===== config.mk =====
export PLATFORM = sky130hd
export DESIGN_NAME = decoder_6b5b
export DESIGN_NICKNAME = d
export VERILOG_FILES = /design/src/rtl/pcie_8b10b_pkg.sv /design/src/rtl/decoder_6b5b_sixb_classify.sv /design/src/rtl/decoder_6b5b.sv
export SDC_FILE = /design/constraint.sdc
export NUM_CORES = 1
export LEC_CHECK = 0
export BUFFER_PORTS_ARGS = -buffer_cell sky130_fd_sc_hd__buf_2
export CAP_MARGIN = 20
export CORE_ASPECT_RATIO = 1.25
export CORE_MARGIN = 4
export CORE_UTILIZATION = 44
export CTS_CLUSTER_SIZE = 16
export DETAILED_ROUTE_END_ITERATION = 16
export GPL_TIMING_DRIVEN = 1
export PLACE_DENSITY = 0.66
export SLEW_MARGIN = 10
export SYNTH_ARGS = -nofsm -noshare
export SYNTH_HDL_FRONTEND = slang
export SYNTH_SLANG_ARGS = --single-unit

===== constraint.sdc =====
create_clock -name clk_i -period 2.35 [get_ports clk_i]
set_input_delay 0.47 -clock clk_i [delete_from_list [all_inputs] [get_ports clk_i]]
set_output_delay 0.47 -clock clk_i [all_outputs]
set_load 0.005 [all_outputs]

===== src/rtl/pcie_8b10b_pkg.sv =====
// Shared 8b/10b definitions: the 5b/6b code table, K.28 codewords and the
// classification record produced by the 6b reverse lookup.
package pcie_8b10b_pkg;

   // Codewords are written abcdei, so bit5 = a (first on the wire).
   localparam logic [5:0] CODE_6B_RDN [32] = '{
      6'b100111, 6'b011101, 6'b101101, 6'b110001,
      6'b110101, 6'b101001, 6'b011001, 6'b111000,
      6'b111001, 6'b100101, 6'b010101, 6'b110100,
      6'b001101, 6'b101100, 6'b011100, 6'b010111,
      6'b011011, 6'b100011, 6'b010011, 6'b110010,
      6'b001011, 6'b101010, 6'b011010, 6'b111010,
      6'b110011, 6'b100110, 6'b010110, 6'b110110,
      6'b001110, 6'b101110, 6'b011110, 6'b101011
   };

   localparam logic [5:0] CODE_6B_RDP [32] = '{
      6'b011000, 6'b100010, 6'b010010, 6'b110001,
      6'b001010, 6'b101001, 6'b011001, 6'b000111,
      6'b000110, 6'b100101, 6'b010101, 6'b110100,
      6'b001101, 6'b101100, 6'b011100, 6'b101000,
      6'b100100, 6'b100011, 6'b010011, 6'b110010,
      6'b001011, 6'b101010, 6'b011010, 6'b000101,
      6'b001100, 6'b100110, 6'b010110, 6'b001001,
      6'b001110, 6'b010001, 6'b100001, 6'b010100
   };

   localparam logic [5:0] K28_6B_RDN = 6'b001111;
   localparam logic [5:0] K28_6B_RDP = 6'b110000;
   localparam logic [5:0] D07_6B_RDN = 6'b111000;
   localparam logic [5:0] D07_6B_RDP = 6'b000111;

   typedef struct packed {
      logic [4:0] value;
      logic       is_k;
      logic       code_err;
      logic       is_neutral;
      logic       is_balanced_special;
      logic [2:0] weight;
   } sixb_class_t;

endpackage


===== src/rtl/decoder_6b5b_sixb_classify.sv =====
// Combinational 6b reverse lookup: decoded value, K.28 flag, table membership
// and word weight. RD-independent; disparity checks live with the caller.
module sixb_classify
   import pcie_8b10b_pkg::*;
(
   input  logic [5:0]  data_i,
   output sixb_class_t cls_o
);

   logic found;

   always_comb begin
      cls_o = '0;
      found = 1'b0;
      for (int unsigned i = 0; i < 6; i++) begin
         cls_o.weight = cls_o.weight + 3'(data_i[i]);
      end
      for (int unsigned i = 0; i < 32; i++) begin
         if (data_i == CODE_6B_RDN[i] || data_i == CODE_6B_RDP[i]) begin
            cls_o.value = 5'(i);
            found       = 1'b1;
         end
      end
      if (data_i == K28_6B_RDN || data_i == K28_6B_RDP) begin
         cls_o.value = 5'd28;
         cls_o.is_k  = 1'b1;
         found       = 1'b1;
      end
      cls_o.code_err            = ~found;
      cls_o.is_neutral          = found && (cls_o.weight == 3'd3);
      cls_o.is_balanced_special = (data_i == D07_6B_RDN) || (data_i == D07_6B_RDP);
   end

endmodule


===== src/rtl/decoder_6b5b.sv =====
// 6b/5b receive sub-block decoder with running-disparity tracking, code and
// disparity error flags and a saturating error counter.
module decoder_6b5b
   import pcie_8b10b_pkg::*;
#(
   parameter int unsigned ERR_CNT_W = 8
) (
   input  logic                 clk_i,
   input  logic                 rst_i,
   input  logic                 valid_i,
   input  logic [5:0]           data_i,
   input  logic                 rd_force_neg_i,
   input  logic                 err_cnt_clr_i,
   output logic                 valid_o,
   output logic [4:0]           data_o,
   output logic                 is_k28_o,
   output logic                 code_err_o,
   output logic                 disp_err_o,
   output logic                 rd_neg_o,
   output logic [ERR_CNT_W-1:0] err_cnt_o
);

   sixb_class_t          cls;
   logic                 rd_eff_neg;
   logic                 word_err;

   logic                 valid_q, valid_d;
   logic [4:0]           data_q, data_d;
   logic                 k28_q, k28_d;
   logic                 cerr_q, cerr_d;
   logic                 derr_q, derr_d;
   logic                 rd_neg_q, rd_neg_d;
   logic [ERR_CNT_W-1:0] cnt_q, cnt_d;

   sixb_classify u_classify (
      .data_i (data_i),
      .cls_o  (cls)
   );

   assign rd_eff_neg = rd_force_neg_i | rd_neg_q;

   always_comb begin
      valid_d  = valid_i;
      data_d   = data_q;
      k28_d    = 1'b0;
      cerr_d   = 1'b0;
      derr_d   = 1'b0;
      rd_neg_d = rd_neg_q;
      cnt_d    = cnt_q;
      word_err = 1'b0;

      if (valid_i) begin
         rd_neg_d = rd_eff_neg;
         if (cls.code_err) begin
            cerr_d = 1'b1;
            data_d = '0;
         end else begin
            data_d = cls.value;
            k28_d  = cls.is_k;
            if (cls.is_balanced_special) begin
               // 111000 belongs to RD-, 000111 to RD+; neither moves RD.
               derr_d = (data_i == D07_6B_RDN) ? ~rd_eff_neg : rd_eff_neg;
            end else if (cls.weight == 3'd4) begin
               derr_d   = ~rd_eff_neg;
               rd_neg_d = 1'b0;
            end else if (cls.weight == 3'd2) begin
               derr_d   = rd_eff_neg;
               rd_neg_d = 1'b1;
            end
         end
         word_err = cerr_d | derr_d;
      end

      if (err_cnt_clr_i) begin
         cnt_d = ERR_CNT_W'(word_err);
      end else if (word_err && cnt_q != '1) begin
         cnt_d = cnt_q + ERR_CNT_W'(1);
      end
   end

   always_ff @(posedge clk_i or posedge rst_i) begin
      if (rst_i) begin
         valid_q  <= 1'b0;
         data_q   <= '0;
         k28_q    <= 1'b0;
         cerr_q   <= 1'b0;
         derr_q   <= 1'b0;
         rd_neg_q <= 1'b1;
         cnt_q    <= '0;
      end else begin
         valid_q  <= valid_d;
         data_q   <= data_d;
         k28_q    <= k28_d;
         cerr_q   <= cerr_d;
         derr_q   <= derr_d;
         rd_neg_q <= rd_neg_d;
         cnt_q    <= cnt_d;
      end
   end

   assign valid_o    = valid_q;
   assign data_o     = data_q;
   assign is_k28_o   = k28_q;
   assign code_err_o = cerr_q;
   assign disp_err_o = derr_q;
   assign rd_neg_o   = rd_neg_q;
   assign err_cnt_o  = cnt_q;

endmodule


==> Word level (Yosys, flattened, before mapping) <==
Index checks and enable logic that the tools add are counted.
{ "op_classes": {"addsub": 6, "n_eq_ne": 51, "n_mux": 85, "n_bitwise": 3, "n_reduce_logical": 17} }
{ "op_table": {"columns": ["cell", "count"], "rows": [
  ["$eq 6x6->1 const B", 24],
  ["$mux 5", 17],
  ["$eq 6x5->1 const B", 14],
  ["$mux 1", 51],
  ["$eq 6x4->1 const B", 7],
  ["$mux 4", 8],
  ["$eq 6x3->1 const B", 3],
  ["$mux 8", 2],
  ["$logic_or 1x1->1", 15],
  ["$add 3x1->3", 4],
  ["$mux 3", 4],
  ["$add 8x1->8 const B", 1],
  ["$ne 8x8->1 const B", 1],
  ["$mux 6", 1],
  ["$mux 2", 2],
  ["$eq 3x2->1 const B", 1],
  ["$eq 3x3->1 const B", 1],
  ["$add 1x1->2", 1],
  ["$or 1x1->1", 2],
  ["$reduce_bool 2->1", 1],
  ["$logic_and 1x1->1", 1],
  ["$not 1->1", 1]
]} }
{ "totals": {"reg_bits": 18, "out_inout_bits": 18, "wordCells": 169} }

==> Logic depth before layout (Yosys ltp) <==
{ "depth": {"ltp_word": 42, "ltp_mapped": 14, "mapped_depth_nobuf": 13} }

==> Cells and area by module <==
Synthesis repeated with hierarchy kept, for this count alone.
{ "hier_totals": {"cells_unflattened": 246, "area_unflattened_um2": 2005.7} }
{ "modules_own_cells": {"columns": ["module", "n_inst", "cells_per_inst", "area_each_um2", "seq_area_each_um2"], "rows": [
  ["sixb_classify", 1, 148, 1072.3, 0.0],
  ["decoder_6b5b", 1, 98, 933.4, 451.7]
]} }

==> Worst setup path after synthesis <==
OpenSTA, ideal clock, no wires.
{ "synth_timing": {"path_type": "input -> register", "startpoint": "in data_i[2]", "endpoint": "reg cnt_q[5] (netlist: err_cnt_o[5])", "setup_ns": 0.078, "arrival_time_ns": 3.870, "required_ns": 2.272, "setup_slack_ns": -1.598, "cell_stages": 13, "cell_sequence": "buf_4 clkbuf_1 inv_1 fa_1 inv_1 fa_1 fa_1 nor4b_1 o221ai_1 o41a_1 buf_6 or4_1 a21oi_1"} }
{ "synth_via": {"elab_chain_len": 41} }
{ "synth_lines": {"columns": ["element", "line_no", "source"], "rows": [
  ["start: declaration", "decoder_6b5b.sv:11", "input logic [5:0] data_i,"],
  ["$eq 6x6->1 or $eq 6x5->1 (tied branches)", "decoder_6b5b_sixb_classify.sv:19", "if (data_i == CODE_6B_RDN[i] || data_i == CODE_6B_RDP[i]) begin"],
  ["$logic_or 1x1->1", "decoder_6b5b_sixb_classify.sv:19", null],
  ["$mux 1 (32 in series)", "decoder_6b5b_sixb_classify.sv:19", null],
  ["$mux 1", "decoder_6b5b_sixb_classify.sv:24", "if (data_i == K28_6B_RDN || data_i == K28_6B_RDP) begin"],
  ["$mux 1", "decoder_6b5b.sv:54", "if (cls.code_err) begin"],
  ["$mux 1", "decoder_6b5b.sv:52", "if (valid_i) begin"],
  ["$or 1x1->1 (*)", "decoder_6b5b.sv:71", "word_err = cerr_d | derr_d;"],
  ["$mux 1 (*)", "decoder_6b5b.sv:52", null],
  ["$logic_and 1x1->1 (*)", "decoder_6b5b.sv:76", "end else if (word_err && cnt_q != '1) begin"],
  ["$reduce_bool 2->1 (no source line) (*)", null, null],
  ["end signal: assignment", "decoder_6b5b.sv:97", "cnt_q <= cnt_d;"],
  ["end: declaration", "decoder_6b5b.sv:33", "logic [ERR_CNT_W-1:0] cnt_q, cnt_d;"]
]} }
Every way passes the cells marked *; elsewhere a longest branch is shown, timed or not. The select of a mux whose other input is x is not followed.
A chain may end at the register's enable or synchronous reset.

==> Worst setup path in the final report <==
{ "layout_timing": {"startpoint": "in data_i[1]", "endpoint": "reg cnt_q[6] (netlist: err_cnt_o[6])"} }
Same word-level chain as after synthesis.

==> impl_metrics.toml <==
[power]
power_density_mw_per_mm2 = 427
leakage_uw = 0.00132
swShare = 0.355
power.switching_uw = 450
p_int_uw = 817
seqPwrFrac = 0.312
report.power.total_uw = 1270
pwr-share-comb = 0.489
ir_drop_uv = 213
p_clk_frac = 0.199

[run_status]
violations = "setup timing"
run_status = "finished, violations left"

[route]
drtIter0Drc = 241
wl_met1_mm = 2.48
top_layer_used = "met4"
via_count = 2264
remaining_drc_errors = 0
ant_nets = 0
wl_per_cell_um = 16.7
avgViaCountPerCell = 5.87
wl_mm = 6.45
dr_wl_met3_um = 259
first_pass_iters = 4
met2WireLength_mm = 3.52

[clocking]
cts_htree_levels = 1
clock_sinks = 18
cts_max_path_buffers = 2
cts_buffers = 3
clock-root-buffer = "clkbuf_8"
tritoncts = "done"
clk_latency_ps = 260
path_clk_slew_ps = 60

[global_route]
grt_first_pass_wirelength_mm = 10.3
antenna_found_initial = 0
first_global_vias = 2223
overflow = 0
grt_use_total = 0.240
grt_max_degree = 29

[sta]
rsz0062_at_grt = "true"
max-slew-margin-rel = 0.543
tightest_slew_ps = 685
drv_slew = 0
final.setup.worst_slack_ps = -1140
period_share = 1.48
clock_skew_ps = 2.42
hold_viol_final = 0
setup_viol = 15
fmax_mhz = 287
layout_min_cycle_time_ps = 3490

[logic_synthesis]
synth_cell_types = 66
syn_nets = 257
synth_top_area_share = 0.222
ys_warn_count = 0
ys_seq_area_frac = 0.235
synth_area_sq_mm = 0.00192
yosys-top-cells-area = "dfrtp_1 (22%), nor2_1 (5.1%), a21oi_1 (4.2%)"
async_flop_share = 1.00
synth_edf_count = 0
synth-main-ff-cell = "dfrtp_1"
avgSynthCellArea_sq_um = 8.06
synth-seq-cells = 18
yosysTopAreaCell = "dfrtp_1"
postSynthCellCount = 238

[finish]
nets = 350
layout_common_cells = "buf_4 (69), buf_2 (26), nor2_1 (25)"
drive_above_1_share = 0.482
layout_commonest_cell = "buf_4"
post-route-util = 0.712
diodes = 0
syn2layout_area_growth_pct = 54.6

[critical_path]
cp-end-kind = "flop"
crit_type = "primary input to flop"
critical_path.max_fanout = 4
cp-start-kind = "primary input"
cp.required_ps = 2470
critPathArrivalTime_ps = 3600

[floorplan]
die_y_um = 81.8
io-pin-count = 29
die_w_um = 67.1
initial_utilization = 0.461
row_count = 26
dieArea_sq_mm = 0.00549
core_sq_mm = 0.00416

[placement]
dp_hpwl_mm = 4.61
gp_congestion = 0.916
place.port_buffers = 28

[job]
maxCapViolations = 0

[hold_path]
hold_path_class = "primary input to async pin"
-- worst paths after layout --
kind / start / slack, ps / to / cells past startpoint
min in group clk_i: rd_force_neg_i / 500 / rd_neg_o$_DFFE_PP1P_ / 3
max in group asynchronous: rst_i / 1610 / err_cnt_o[7]$_DFFE_PP0P_ / 2
hold reg to reg: data_o[1]$_DFFE_PP0P_ / 500 / data_o[1]$_DFFE_PP0P_ / 2
hold / removal: rst_i / 310 / data_o[4]$_DFFE_PP0P_ / 2
setup reg to reg: err_cnt_o[2]$_DFFE_PP0P_ / 300 / err_cnt_o[3]$_DFFE_PP0P_ / 5
setup / recovery: data_i[1] / -1140 / err_cnt_o[6]$_DFFE_PP0P_ / 15
-- state kept, by name, summed over array words and instances (netlist names) --
| register | cells |
|---|---|
| code_err_o | 1 |
| data_o | 5 |
| disp_err_o | 1 |
| err_cnt_o | 8 |
| is_k28_o | 1 |
| rd_neg_o | 1 |
| valid_o | 1 |
-- power groups by stage --
stage,clock (uW),combinational (uW),sequential [uW]
after floorplan,0,300,394
after global placement,0,482,394
after detailed placement,0,493,395
after CTS,256,568,391
after global routing,270,669,401
final,252,619,396
-- timing repair --
item                       4_1_cts  5_1_grt
resized for setup               25       19
pin swaps                        5        2
hold buffers                     0        0
cloned                           1        0
setup buffers                    8        1
hold endpoints to repair         0        0
setup endpoints to repair       14       15
-- worst max-delay path: stages --
cell and delay [ps]:
buf_8 80, inv_4 30, ha_4 250, inv_2 30
fa_1 510, inv_2 40, fa_2 350, fa_2 570
nor3b_4 220, o21a_1 190, o221ai_4 140, o41a_1 180
buf_4 170, o311ai_2 250, o41ai_2 120
-- cells by family (layout without fill, tap and decap cells) --
kind of cell,count (synthesis),in the layout,synth area share
simple gates,103,103,0.301
compound gates,69,70,0.265
buf+inv,29,120,0.0770
flops,18,18,0.235
mux,9,9,0.0489
fa+ha+maj,8,8,0.0639
xor+xnor,2,2,0.00913
-- final cells by class --
class / instances / area [sq um]
clock buffer: 4 / 55.1
tap: 56 / 70.1
multi-input combinational: 192 / 1570
fill: 362 / 1200
timing repair buffer: 104 / 766
sequential: 18 / 452
inverter: 12 / 55.1
-- per-stage QoR --
step	instances	area, sq um	setup TNS, ps	setup WS [ps]	hold slack (ps)
detailed placement	372	2610	-14130	-1410	488
finish	386	2970	-10500	-1140	310
floorplan	238	2020	-9280	-1130	408
global placement	372	2610	-13280	-1330	478
CTS	385	2850	-9860	-1030	330
global route	386	2970	-11850	-1220	362
-- metal layers --
metal | vias to the layer above | track usage
li1 | 1089 | -
met4 | 0 | 0.110
met5 | - | 0
met1 | 1096 | 0.261
met3 | 17 | 0.0205
met2 | 62 | 0.459
-- cell usage after synthesis (5+ instances only) --
library cell / n
ha_1: 5
o21ai_0: 5
a21oi_1: 16
nand2_1: 14
o31ai_1: 5
o32ai_1: 6
dfrtp_1: 17
nand3_1: 16
clkbuf_1: 7
nor3_1: 5
nand2b_1: 8
nor2b_1: 6
inv_1: 11
nor2_1: 26
mux2i_1: 6
or4_1: 5
Note: power is estimated with default switching activity, not from simulation.
